===== src/rtl/decode_stage.sv =====
// RV32I decode stage: turns the fetched instruction into registered control
// fields, immediates and operands one cycle later, with no stall path.
module decode_stage (
  input  logic          clk,
  input  logic          rst_n,
  input  logic [31:0]   inst,
  input  logic [31:0]   reg_pc,
  input  logic [1023:0] regfile,
  output logic [31:0]   imm_i_sext,
  output logic [31:0]   imm_s_sext,
  output logic [31:0]   imm_b_sext,
  output logic [31:0]   imm_j_sext,
  output logic [31:0]   imm_u_shifted,
  output logic [31:0]   imm_z_uext,
  output logic [31:0]   output_reg_pc,
  output logic [4:0]    exe_fun,
  output logic [31:0]   op1_data,
  output logic [31:0]   op2_data,
  output logic [31:0]   rs2_data,
  output logic [4:0]    mem_wen,
  output logic          rf_wen,
  output logic [3:0]    wb_sel,
  output logic [4:0]    wb_addr,
  output logic [2:0]    csr_cmd,
  output logic          jmp_flg
);

  localparam logic [6:0] OPC_OP     = 7'b0110011;
  localparam logic [6:0] OPC_OP_IMM = 7'b0010011;
  localparam logic [6:0] OPC_LOAD   = 7'b0000011;
  localparam logic [6:0] OPC_STORE  = 7'b0100011;
  localparam logic [6:0] OPC_BRANCH = 7'b1100011;
  localparam logic [6:0] OPC_JAL    = 7'b1101111;
  localparam logic [6:0] OPC_JALR   = 7'b1100111;
  localparam logic [6:0] OPC_LUI    = 7'b0110111;
  localparam logic [6:0] OPC_AUIPC  = 7'b0010111;
  localparam logic [6:0] OPC_SYSTEM = 7'b1110011;

  localparam logic [4:0] EXE_NONE  = 5'd0;
  localparam logic [4:0] EXE_ADD   = 5'd1;
  localparam logic [4:0] EXE_SUB   = 5'd2;
  localparam logic [4:0] EXE_AND   = 5'd3;
  localparam logic [4:0] EXE_OR    = 5'd4;
  localparam logic [4:0] EXE_XOR   = 5'd5;
  localparam logic [4:0] EXE_SLL   = 5'd6;
  localparam logic [4:0] EXE_SRL   = 5'd7;
  localparam logic [4:0] EXE_SRA   = 5'd8;
  localparam logic [4:0] EXE_SLT   = 5'd9;
  localparam logic [4:0] EXE_SLTU  = 5'd10;
  localparam logic [4:0] EXE_BEQ   = 5'd11;
  localparam logic [4:0] EXE_BNE   = 5'd12;
  localparam logic [4:0] EXE_BLT   = 5'd13;
  localparam logic [4:0] EXE_BGE   = 5'd14;
  localparam logic [4:0] EXE_BLTU  = 5'd15;
  localparam logic [4:0] EXE_BGEU  = 5'd16;
  localparam logic [4:0] EXE_JALR  = 5'd17;
  localparam logic [4:0] EXE_COPY1 = 5'd18;

  localparam logic [4:0] MEN_NONE = 5'd0;
  localparam logic [4:0] MEN_SW   = 5'd1;
  localparam logic [4:0] MEN_SH   = 5'd2;
  localparam logic [4:0] MEN_SB   = 5'd3;

  localparam logic [3:0] WB_NONE = 4'd0;
  localparam logic [3:0] WB_ALU  = 4'd1;
  localparam logic [3:0] WB_LW   = 4'd2;
  localparam logic [3:0] WB_PC4  = 4'd3;
  localparam logic [3:0] WB_CSR  = 4'd4;
  localparam logic [3:0] WB_LB   = 4'd5;
  localparam logic [3:0] WB_LBU  = 4'd6;
  localparam logic [3:0] WB_LH   = 4'd7;
  localparam logic [3:0] WB_LHU  = 4'd8;

  localparam logic [2:0] CSR_NONE  = 3'd0;
  localparam logic [2:0] CSR_ECALL = 3'd4;

  typedef enum logic [1:0] {OP1_RS1, OP1_PC, OP1_ZERO, OP1_ZIMM} op1_sel_e;
  typedef enum logic [2:0] {OP2_RS2, OP2_IMI, OP2_IMS, OP2_IMJ, OP2_IMU} op2_sel_e;

  logic [6:0]  opcode;
  logic [2:0]  funct3;
  logic [6:0]  funct7;
  logic [4:0]  rs1_addr;
  logic [4:0]  rs2_addr;
  logic [31:0] rf_word [32];
  logic [31:0] rs1_data;
  logic [31:0] rs2_data_next;

  assign opcode   = inst[6:0];
  assign funct3   = inst[14:12];
  assign funct7   = inst[31:25];
  assign rs1_addr = inst[19:15];
  assign rs2_addr = inst[24:20];

  genvar gi;
  generate
    for (gi = 0; gi < 32; gi++) begin : g_rf_unpack
      assign rf_word[gi] = regfile[32*gi +: 32];
    end
  endgenerate

  // x0 is hardwired to zero whatever the register file happens to hold there
  assign rs1_data      = (rs1_addr == 5'd0) ? 32'h0 : rf_word[rs1_addr];
  assign rs2_data_next = (rs2_addr == 5'd0) ? 32'h0 : rf_word[rs2_addr];

  logic [31:0] imm_i_next;
  logic [31:0] imm_s_next;
  logic [31:0] imm_b_next;
  logic [31:0] imm_j_next;
  logic [31:0] imm_u_next;
  logic [31:0] imm_z_next;

  assign imm_i_next = {{20{inst[31]}}, inst[31:20]};
  assign imm_s_next = {{20{inst[31]}}, inst[31:25], inst[11:7]};
  assign imm_b_next = {{19{inst[31]}}, inst[31], inst[7], inst[30:25], inst[11:8], 1'b0};
  assign imm_j_next = {{11{inst[31]}}, inst[31], inst[19:12], inst[20], inst[30:21], 1'b0};
  assign imm_u_next = {inst[31:12], 12'h000};
  assign imm_z_next = {27'h0, inst[19:15]};

  op1_sel_e    op1_sel;
  op2_sel_e    op2_sel;
  logic [4:0]  exe_fun_next;
  logic [4:0]  mem_wen_next;
  logic        rf_wen_next;
  logic [3:0]  wb_sel_next;
  logic [2:0]  csr_cmd_next;
  logic        jmp_flg_next;

  always_comb begin
    op1_sel      = OP1_RS1;
    op2_sel      = OP2_RS2;
    exe_fun_next = EXE_NONE;
    mem_wen_next = MEN_NONE;
    rf_wen_next  = 1'b0;
    wb_sel_next  = WB_NONE;
    csr_cmd_next = CSR_NONE;
    jmp_flg_next = 1'b0;

    case (opcode)
      OPC_OP: begin
        if (funct7 == 7'b0000000) begin
          case (funct3)
            3'd0:    exe_fun_next = EXE_ADD;
            3'd1:    exe_fun_next = EXE_SLL;
            3'd2:    exe_fun_next = EXE_SLT;
            3'd3:    exe_fun_next = EXE_SLTU;
            3'd4:    exe_fun_next = EXE_XOR;
            3'd5:    exe_fun_next = EXE_SRL;
            3'd6:    exe_fun_next = EXE_OR;
            default: exe_fun_next = EXE_AND;
          endcase
        end else if (funct7 == 7'b0100000 && funct3 == 3'd0) begin
          exe_fun_next = EXE_SUB;
        end else if (funct7 == 7'b0100000 && funct3 == 3'd5) begin
          exe_fun_next = EXE_SRA;
        end
        if (exe_fun_next != EXE_NONE) begin
          rf_wen_next = 1'b1;
          wb_sel_next = WB_ALU;
        end
      end

      OPC_OP_IMM: begin
        op2_sel = OP2_IMI;
        case (funct3)
          3'd0: exe_fun_next = EXE_ADD;
          3'd2: exe_fun_next = EXE_SLT;
          3'd3: exe_fun_next = EXE_SLTU;
          3'd4: exe_fun_next = EXE_XOR;
          3'd6: exe_fun_next = EXE_OR;
          3'd7: exe_fun_next = EXE_AND;
          3'd1: if (funct7 == 7'b0000000) exe_fun_next = EXE_SLL;
          default: begin
            // funct3 = 5: shift-right, arithmetic when inst[30] is set
            if (funct7 == 7'b0000000)      exe_fun_next = EXE_SRL;
            else if (funct7 == 7'b0100000) exe_fun_next = EXE_SRA;
          end
        endcase
        if (exe_fun_next != EXE_NONE) begin
          rf_wen_next = 1'b1;
          wb_sel_next = WB_ALU;
        end
      end

      OPC_LOAD: begin
        op2_sel = OP2_IMI;
        case (funct3)
          3'd0:    wb_sel_next = WB_LB;
          3'd1:    wb_sel_next = WB_LH;
          3'd2:    wb_sel_next = WB_LW;
          3'd4:    wb_sel_next = WB_LBU;
          3'd5:    wb_sel_next = WB_LHU;
          default: wb_sel_next = WB_NONE;
        endcase
        if (wb_sel_next != WB_NONE) begin
          exe_fun_next = EXE_ADD;
          rf_wen_next  = 1'b1;
        end
      end

      OPC_STORE: begin
        op2_sel = OP2_IMS;
        case (funct3)
          3'd0:    mem_wen_next = MEN_SB;
          3'd1:    mem_wen_next = MEN_SH;
          3'd2:    mem_wen_next = MEN_SW;
          default: mem_wen_next = MEN_NONE;
        endcase
        if (mem_wen_next != MEN_NONE) exe_fun_next = EXE_ADD;
      end

      OPC_BRANCH: begin
        case (funct3)
          3'd0:    exe_fun_next = EXE_BEQ;
          3'd1:    exe_fun_next = EXE_BNE;
          3'd4:    exe_fun_next = EXE_BLT;
          3'd5:    exe_fun_next = EXE_BGE;
          3'd6:    exe_fun_next = EXE_BLTU;
          3'd7:    exe_fun_next = EXE_BGEU;
          default: exe_fun_next = EXE_NONE;
        endcase
      end

      OPC_JAL: begin
        op1_sel      = OP1_PC;
        op2_sel      = OP2_IMJ;
        exe_fun_next = EXE_ADD;
        rf_wen_next  = 1'b1;
        wb_sel_next  = WB_PC4;
        jmp_flg_next = 1'b1;
      end

      OPC_JALR: begin
        op2_sel = OP2_IMI;
        if (funct3 == 3'd0) begin
          exe_fun_next = EXE_JALR;
          rf_wen_next  = 1'b1;
          wb_sel_next  = WB_PC4;
          jmp_flg_next = 1'b1;
        end
      end

      OPC_LUI, OPC_AUIPC: begin
        op1_sel      = (opcode == OPC_LUI) ? OP1_ZERO : OP1_PC;
        op2_sel      = OP2_IMU;
        exe_fun_next = EXE_ADD;
        rf_wen_next  = 1'b1;
        wb_sel_next  = WB_ALU;
      end

      OPC_SYSTEM: begin
        if (inst == 32'h0000_0073) begin
          csr_cmd_next = CSR_ECALL;
        end else if (funct3[1:0] != 2'b00) begin
          // funct3[1:0] is W/S/C directly; funct3[2] selects the zimm form
          op1_sel      = funct3[2] ? OP1_ZIMM : OP1_RS1;
          op2_sel      = OP2_IMI;
          exe_fun_next = EXE_COPY1;
          csr_cmd_next = {1'b0, funct3[1:0]};
          rf_wen_next  = 1'b1;
          wb_sel_next  = WB_CSR;
        end
      end

      default: begin
        exe_fun_next = EXE_NONE;
      end
    endcase
  end

  logic [31:0] op1_next;
  logic [31:0] op2_next;

  always_comb begin
    op1_next = rs1_data;
    case (op1_sel)
      OP1_PC:   op1_next = reg_pc;
      OP1_ZERO: op1_next = 32'h0;
      OP1_ZIMM: op1_next = imm_z_next;
      default:  op1_next = rs1_data;
    endcase
  end

  always_comb begin
    op2_next = rs2_data_next;
    case (op2_sel)
      OP2_IMI: op2_next = imm_i_next;
      OP2_IMS: op2_next = imm_s_next;
      OP2_IMJ: op2_next = imm_j_next;
      OP2_IMU: op2_next = imm_u_next;
      default: op2_next = rs2_data_next;
    endcase
  end

  logic [31:0] imm_i_reg, imm_s_reg, imm_b_reg, imm_j_reg, imm_u_reg, imm_z_reg;
  logic [31:0] pc_reg, op1_reg, op2_reg, rs2_data_reg;
  logic [4:0]  exe_fun_reg, mem_wen_reg, wb_addr_reg;
  logic        rf_wen_reg, jmp_flg_reg;
  logic [3:0]  wb_sel_reg;
  logic [2:0]  csr_cmd_reg;

  // Reset forces a full bubble, data fields included
  always_ff @(posedge clk) begin
    if (!rst_n) begin
      imm_i_reg    <= '0;
      imm_s_reg    <= '0;
      imm_b_reg    <= '0;
      imm_j_reg    <= '0;
      imm_u_reg    <= '0;
      imm_z_reg    <= '0;
      pc_reg       <= '0;
      op1_reg      <= '0;
      op2_reg      <= '0;
      rs2_data_reg <= '0;
      exe_fun_reg  <= '0;
      mem_wen_reg  <= '0;
      wb_addr_reg  <= '0;
      rf_wen_reg   <= 1'b0;
      jmp_flg_reg  <= 1'b0;
      wb_sel_reg   <= '0;
      csr_cmd_reg  <= '0;
    end else begin
      imm_i_reg    <= imm_i_next;
      imm_s_reg    <= imm_s_next;
      imm_b_reg    <= imm_b_next;
      imm_j_reg    <= imm_j_next;
      imm_u_reg    <= imm_u_next;
      imm_z_reg    <= imm_z_next;
      pc_reg       <= reg_pc;
      op1_reg      <= op1_next;
      op2_reg      <= op2_next;
      rs2_data_reg <= rs2_data_next;
      exe_fun_reg  <= exe_fun_next;
      mem_wen_reg  <= mem_wen_next;
      wb_addr_reg  <= inst[11:7];
      rf_wen_reg   <= rf_wen_next;
      jmp_flg_reg  <= jmp_flg_next;
      wb_sel_reg   <= wb_sel_next;
      csr_cmd_reg  <= csr_cmd_next;
    end
  end

  assign imm_i_sext    = imm_i_reg;
  assign imm_s_sext    = imm_s_reg;
  assign imm_b_sext    = imm_b_reg;
  assign imm_j_sext    = imm_j_reg;
  assign imm_u_shifted = imm_u_reg;
  assign imm_z_uext    = imm_z_reg;
  assign output_reg_pc = pc_reg;
  assign op1_data      = op1_reg;
  assign op2_data      = op2_reg;
  assign rs2_data      = rs2_data_reg;
  assign exe_fun       = exe_fun_reg;
  assign mem_wen       = mem_wen_reg;
  assign wb_addr       = wb_addr_reg;
  assign rf_wen        = rf_wen_reg;
  assign jmp_flg       = jmp_flg_reg;
  assign wb_sel        = wb_sel_reg;
  assign csr_cmd       = csr_cmd_reg;

endmodule


===== config.mk =====
export PLATFORM = sky130hd
export DESIGN_NAME = decode_stage
export DESIGN_NICKNAME = d
export VERILOG_FILES = /design/src/rtl/decode_stage.sv
export SDC_FILE = /design/constraint.sdc
export NUM_CORES = 1
export LEC_CHECK = 0
export BUFFER_PORTS_ARGS = -buffer_cell sky130_fd_sc_hd__buf_2
export CELL_PAD_IN_SITES_DETAIL_PLACEMENT = 0
export CELL_PAD_IN_SITES_GLOBAL_PLACEMENT = 2
export CORE_AREA = 8 8 560 562
export CTS_CLUSTER_DIAMETER = 100
export CTS_CLUSTER_SIZE = 14
export DETAILED_ROUTE_END_ITERATION = 7
export DIE_AREA = 0 0 568 570
export GPL_TIMING_DRIVEN = 1
export PLACE_DENSITY_LB_ADDON = 0.08
export SLEW_MARGIN = 20
export SYNTH_ARGS = -nofsm -noshare
export SYNTH_HDL_FRONTEND = slang
export SYNTH_SLANG_ARGS = --single-unit
export TNS_END_PERCENT = 5

===== constraint.sdc =====
create_clock -name clk -period 2.95 [get_ports clk]
set_clock_uncertainty 0.2 [all_clocks]
set_input_delay 0.59 -clock clk [delete_from_list [all_inputs] [get_ports clk]]
set_output_delay 0.59 -clock clk [all_outputs]
set_load 0.05 [all_outputs]

==> flow_metrics.env, run 1 <==
export IMPL_finalSetupTns_ns=0
export IMPL_slowest_delay_ns=0.31
export IMPL_required_ns=3.18
export IMPL_synth_area_mm2=0.02319
export IMPL_worst_pin_slew_ns=0.8840
export IMPL_die_area_mm2=0.3238
export IMPL_synthTopCellsByCount="mux2i_1 (371), mux4_2 (325), buf_4 (219)"
export IMPL_clkSinkCount=169
export IMPL_setup_viol=0
export IMPL_startpoint="inst[20]"
export IMPL_ys_seq_area_share_pct=14.59
export IMPL_switching_share_pct=48.07
export IMPL_num_rows=203
export IMPL_track_usage_pct=18.43
export IMPL_drc=0
export IMPL_grt_pass1_vias=31230
export IMPL_core_mm2=0.3045
export IMPL_holdWs_ns=0.09983
export IMPL_ir_drop_mv=0.3136
export IMPL_drt_first_pass_iters=6
export IMPL_intPower_mw=6.916
export IMPL_setup_worst_path_start_class="input pin"
export IMPL_io_pins=1434
export IMPL_cp_depth=11
export IMPL_final_layout_size_suffix_gt1_share_pct=61.46
export IMPL_hp_class="in -> reg"
export IMPL_post_layout_nonfiller_instances=7931
export IMPL_die_h_um=570
export IMPL_worstPathMaxFanout=20
export IMPL_path_buf_inv=6
export IMPL_syn_inst=2239
export IMPL_finalCriticalPeriod_ns=2.865
export IMPL_area_delta_synth_final_pct=71.10
export IMPL_seqPwrFrac_pct=19.6
export IMPL_p_comb_share_pct=56.0
export IMPL_avgRoutedWirePerCell_um=39.47
export IMPL_grt_first_pass_wirelength_um=384700
export IMPL_nets=4910
export IMPL_cts_buffers=21
export IMPL_synth_ff_type="dfxtp_1"
export IMPL_grt_max_degree=76
export IMPL_ys_ff_latch=169
export IMPL_routabilityCongestion=0.7983
export IMPL_portBuffers=1389
export IMPL_hpwl_um=278100
export IMPL_min_from="reg_pc[12]"
export IMPL_yosysUniqueCellTypes=72
export IMPL_post_cts_setup_buffers=0
export IMPL_place_ws_ns=-0.7096
export IMPL_min_period_over_period_pct=97.12
export IMPL_crit_type="in -> reg"
export IMPL_crit_path_frequent_cell="buf_12"
export IMPL_ys_warn_count=0
export IMPL_fp_dieW_um=568
export IMPL_design_area_mm2=0.03968
export IMPL_crit_family="buffers and inverters"
export IMPL_crit_path_top_delay_cell="nand4_1"
export IMPL_first_iter_violations=1873
export IMPL_cts_max_level=4
export IMPL_synth_edf_count=0
export IMPL_drt_wl_total_um=313000
export IMPL_synthArstFlopShare_pct=0
export IMPL_power_total_mw=13.32
export IMPL_synth_most_common_cell="mux2i_1"
export IMPL_synth_top_area_share_pct=31.57
export IMPL_root_buffer="clkbuf_16"
export IMPL_worstSetupEndpointType="flip-flop"
export IMPL_clockBufferDepth=3
export IMPL_synth_area_leaders="mux4_2 (32%), mux2i_1 (16%), dfxtp_1 (15%)"
export IMPL_clkPwrFrac_pct=24.5
export IMPL_power_density_mw_per_mm2=335.7
export IMPL_worst_slack_ns=0.08505
export IMPL_cts_tree="done"
export IMPL_avgSynthCellArea_um2=10.36
export IMPL_placed_cell_area_mm2=0.03859
export IMPL_ant_nets=0
export IMPL_viasPerCell=3.704
export IMPL_final_util_pct=13.03
export IMPL_drv_cap=0
export IMPL_path_cells="buf_8 > buf_12 > buf_12 > buf_12 > buf_12 > mux2i_1 > a22oi_1 > nand3_1 > nand4_1 > buf_6 > a211o_1"
export IMPL_worstPathArrival_ns=3.09
export IMPL_initial_core_util_pct=7.614
export IMPL_p_switching_mw=6.402
export IMPL_grt_antenna_before_repair=401
export IMPL_grt_overflow=0
export IMPL_placed_cells=7783
export IMPL_fmaxAchievable_mhz=349.0
export IMPL_crit_end="op2_data[13]"
export IMPL_rsz0062_at_grt="no"
export IMPL_vias=29380
export IMPL_path_clk_slew_ns=0.10
export IMPL_outcome="finished clean"
export IMPL_hold_viol=0
export IMPL_finalMaxSlewViolations=0
export IMPL_p_leak_nw=17.17
export IMPL_relSlewSlack_pct=40.94
export IMPL_yosysTopAreaCell="mux4_2"
[power groups by stage]
| stage | Sequential (mW) | Combinational, mW | Clock, mW |
|---|---|---|---|
| after floorplan | 3.28 | 2.85 | 0 |
| after global placement | 2.68 | 7.71 | 0 |
| after detailed placement | 2.68 | 7.68 | 0 |
| after CTS | 2.62 | 7.71 | 3.56 |
| after global routing | 2.63 | 7.88 | 3.53 |
| final | 2.61 | 7.46 | 3.26 |
[timing repair]
| action | CTS | global route |
|---|---|---|
| pin swaps | 0 | 1 |
| hold buffers | 10 | 0 |
| endpoints found under the setup margin | 2 | 3 |
| gates resized for setup | 2 | 2 |
| hold endpoints to repair | 10 | 0 |
[cell type report]
type	count	area [um^2]
clock inverters	9	136.4
clock buffers	24	556.8
well taps	3997	5001
fillers	34950	264900
diodes	104	260.3
repair buffers	1927	12560
flip-flops and latches	169	3385
multi-input cells	1687	17720
inverters	14	56.30
[metal layers]
metal / up-vias / GRT usage [%] / wire, um
met5: - / 0 / 1322
met2: 1661 / 34.68 / 162000
li1: 12250 / - / -
met4: 204 / 2.527 / 6310
met3: 609 / 5.828 / 24190
met1: 14660 / 20.64 / 119200
[worst min path at each step]
| stage | to | depth (start not counted) |
|---|---|---|
| 2_1_floorplan | imm_i_sext[5] | 1 |
| 3_3_place_gp | output_reg_pc[20] | 2 |
| 3_5_place_dp | output_reg_pc[20] | 2 |
| 4_1_cts | imm_s_sext[1] | 2 |
| 5_1_grt | imm_s_sext[1] | 2 |
| 6_report | output_reg_pc[12] | 2 |
[logic make-up after synthesis]
kind of cell    synth area share (%)
flops                          14.59
buf+inv                        11.07
mux                            47.68
compound gates                 16.94
simple gates                   9.707
other cells                  0.01617
[cells in the final DEF, fill, tap and decap left out, types with 44 or more instances in the layout]
master and count:
buf_2 1379, buf_4 413, mux2i_1 371, mux4_2 325
a22oi_1 206, dfxtp_1 168, buf_12 118, diode_2 104
a21oi_1 79, and2_1 77, nand3_1 76, nand2_1 74
conb_1 44
No activity file was read; power rests on OpenSTA's default activity.
==> run 2: changes to the inputs <==
CELL_PAD_IN_SITES_DETAIL_PLACEMENT = 1   (was 0)
==> run 2 against run 1 <==
Net effect: the flow now finishes with violations (setup timing); flip-flop and latch count unchanged; global-route usage increased by 0.11 points; critical path depth decreased by 3; largest cell class unchanged; largest power group unchanged; highest routed layer unchanged.
==> flow_metrics.env, run 2 (synthesis results as in run 1) <==
export IMPL_p_leak_nw=17.14
export IMPL_clockBufferDepth=3
export IMPL_grt_antenna_before_repair=387
export IMPL_drv_cap=0
export IMPL_cts_tree="done"
export IMPL_grt_pass1_vias=31880
export IMPL_core_mm2=0.3045
export IMPL_setup_viol=1
export IMPL_num_rows=203
export IMPL_post_layout_nonfiller_instances=7927
export IMPL_track_usage_pct=18.53
export IMPL_final_common_cell="buf_2"
export IMPL_cts_buffers=21
export IMPL_clkSinkCount=169
export IMPL_cts_max_level=4
export IMPL_grt_first_pass_wirelength_um=388400
export IMPL_initial_core_util_pct=7.614
export IMPL_min_period_over_period_pct=100.4
export IMPL_ant_nets=0
export IMPL_worstPathMaxFanout=14
export IMPL_ir_drop_mv=0.3017
export IMPL_drt_wl_total_um=314700
export IMPL_place_ws_ns=-0.7090
export IMPL_required_ns=3.20
export IMPL_worstSetupEndpointType="flip-flop"
export IMPL_finalCriticalPeriod_ns=2.962
export IMPL_power_density_mw_per_mm2=334.1
export IMPL_avgRoutedWirePerCell_um=39.70
export IMPL_worst_pin_slew_ns=1.173
export IMPL_path_clk_slew_ns=0.09
export IMPL_vias=29350
export IMPL_setup_worst_path_start_class="input pin"
export IMPL_drc=0
export IMPL_grt_max_degree=76
export IMPL_post_cts_setup_buffers=0
export IMPL_die_h_um=570
export IMPL_worstPathArrival_ns=3.22
export IMPL_fp_dieW_um=568
export IMPL_routabilityCongestion=0.7983
export IMPL_die_area_mm2=0.3238
export IMPL_slowest_delay_ns=0.52
export IMPL_portBuffers=1389
export IMPL_outcome="finished, violations left"
export IMPL_met2_length_um=162100
export IMPL_grt_overflow=0
export IMPL_io_pins=1434
export IMPL_m1WireLength_um=122200
export IMPL_worst_slack_ns=-0.01198
export IMPL_drt_first_pass_iters=7
export IMPL_path_cells="buf_8 > buf_4 > mux4_2 > a22o_1 > a211oi_4 > buf_12 > nand3_1 > o221a_2"
export IMPL_min_to="imm_s_sext[1]"
export IMPL_placed_cells=7783
export IMPL_rsz0062_at_grt="no"
export IMPL_nets=4908
export IMPL_path_buf_inv=3
export IMPL_first_iter_violations=1637
export IMPL_routed_top_layer="met5"
export IMPL_hold_viol=0
export IMPL_fillers=35740
export IMPL_area_delta_synth_final_pct=70.83
export IMPL_hp_class="in -> reg"
export IMPL_crit_type="in -> reg"
export IMPL_viasPerCell=3.702
export IMPL_violations="setup timing"
export IMPL_hpwl_um=279500
export IMPL_fmaxAchievable_mhz=337.6
export IMPL_mostFrequentLayoutCells="buf_2 (1379), buf_4 (414), mux2i_1 (371)"
export IMPL_min_from="inst[8]"
export IMPL_root_buffer="clkbuf_16"
export IMPL_relSlewSlack_pct=21.22
export IMPL_crit_family="compound AO/OA/AOI/OAI gates"
export IMPL_wl_met3_um=22510
export IMPL_final_layout_size_suffix_gt1_share_pct=61.44
export IMPL_hold_depth=2
export IMPL_finalMaxSlewViolations=0
export IMPL_crit_path_top_delay_cell="mux4_2"
[run 2: cell count changes in the layout (fill, tap and decap cells not counted), sizes merged]
cell,before,now
clkinv,4,7
clkbuf,25,23
diode,104,102
bufinv,3,2
dlygate4sd3,10,9
inv,14,13
[run 2: stage by stage]
stage          utilization (%)   TNS, ns  power [mW]  cell area [um^2]  hold slack (ns)
2_1_floorplan                -         0       6.133             23350           0.5117
3_3_place_gp             12.67    -33.07       10.39             38590           0.6306
3_5_place_dp             12.67    -32.96       10.37             38590           0.6254
4_1_cts                  12.92         0       13.83             39350         0.006104
5_1_grt                  12.96         0       13.98             39460          0.04925
6_report                 13.01  -0.01198       13.23             39610          0.09236
[run 2: final cells by class]
class	instances	area [um^2]	share of cell area (%)
inverters	14	56.30	0.1421
well taps	3997	5001	12.62
flip-flops and latches	169	3385	8.544
clock inverters	10	126.4	0.3190
diodes	102	255.2	0.6443
multi-input cells	1687	17720	44.73
repair buffers	1925	12530	31.63
clock buffers	23	543.0	1.371
[run 2: repair_timing]
action / 4_1_cts / 5_1_grt
hold buffers: 9 / 0
hold endpoints to repair: 9 / 0
endpoints found under the setup margin: 1 / 1
cloned: 0 / 0
gates resized for setup: 1 / 1
pin swaps: 0 / 0
[run 2: worst max path at each step]
stage / from / end / slack (ns) / cells after the start
floorplan: inst[20] / op2_data[11] / 0.31 / 7
global placement: inst[20] / op2_data[25] / -0.71 / 9
detailed placement: inst[20] / op2_data[9] / -0.71 / 9
CTS: inst[20] / op2_data[25] / 0.01 / 9
global route: inst[17] / op1_data[22] / 0.01 / 10
finish: inst[20] / op2_data[27] / -0.01 / 8
[run 2: report_power, final]
group	leakage, nW	internal [mW]	switching, mW
Clock	0.323	1.54	1.61
Sequential	1.40	2.48	0.130
Combinational	15.4	2.79	4.68
Total	17.1	6.81	6.43
[run 2: per-layer routing]
layer / up-vias / GRT usage, %
li1: 12210 / -
met4: 168 / 2.948
met5: - / 0
met1: 14780 / 20.99
met3: 584 / 5.520
met2: 1607 / 34.66
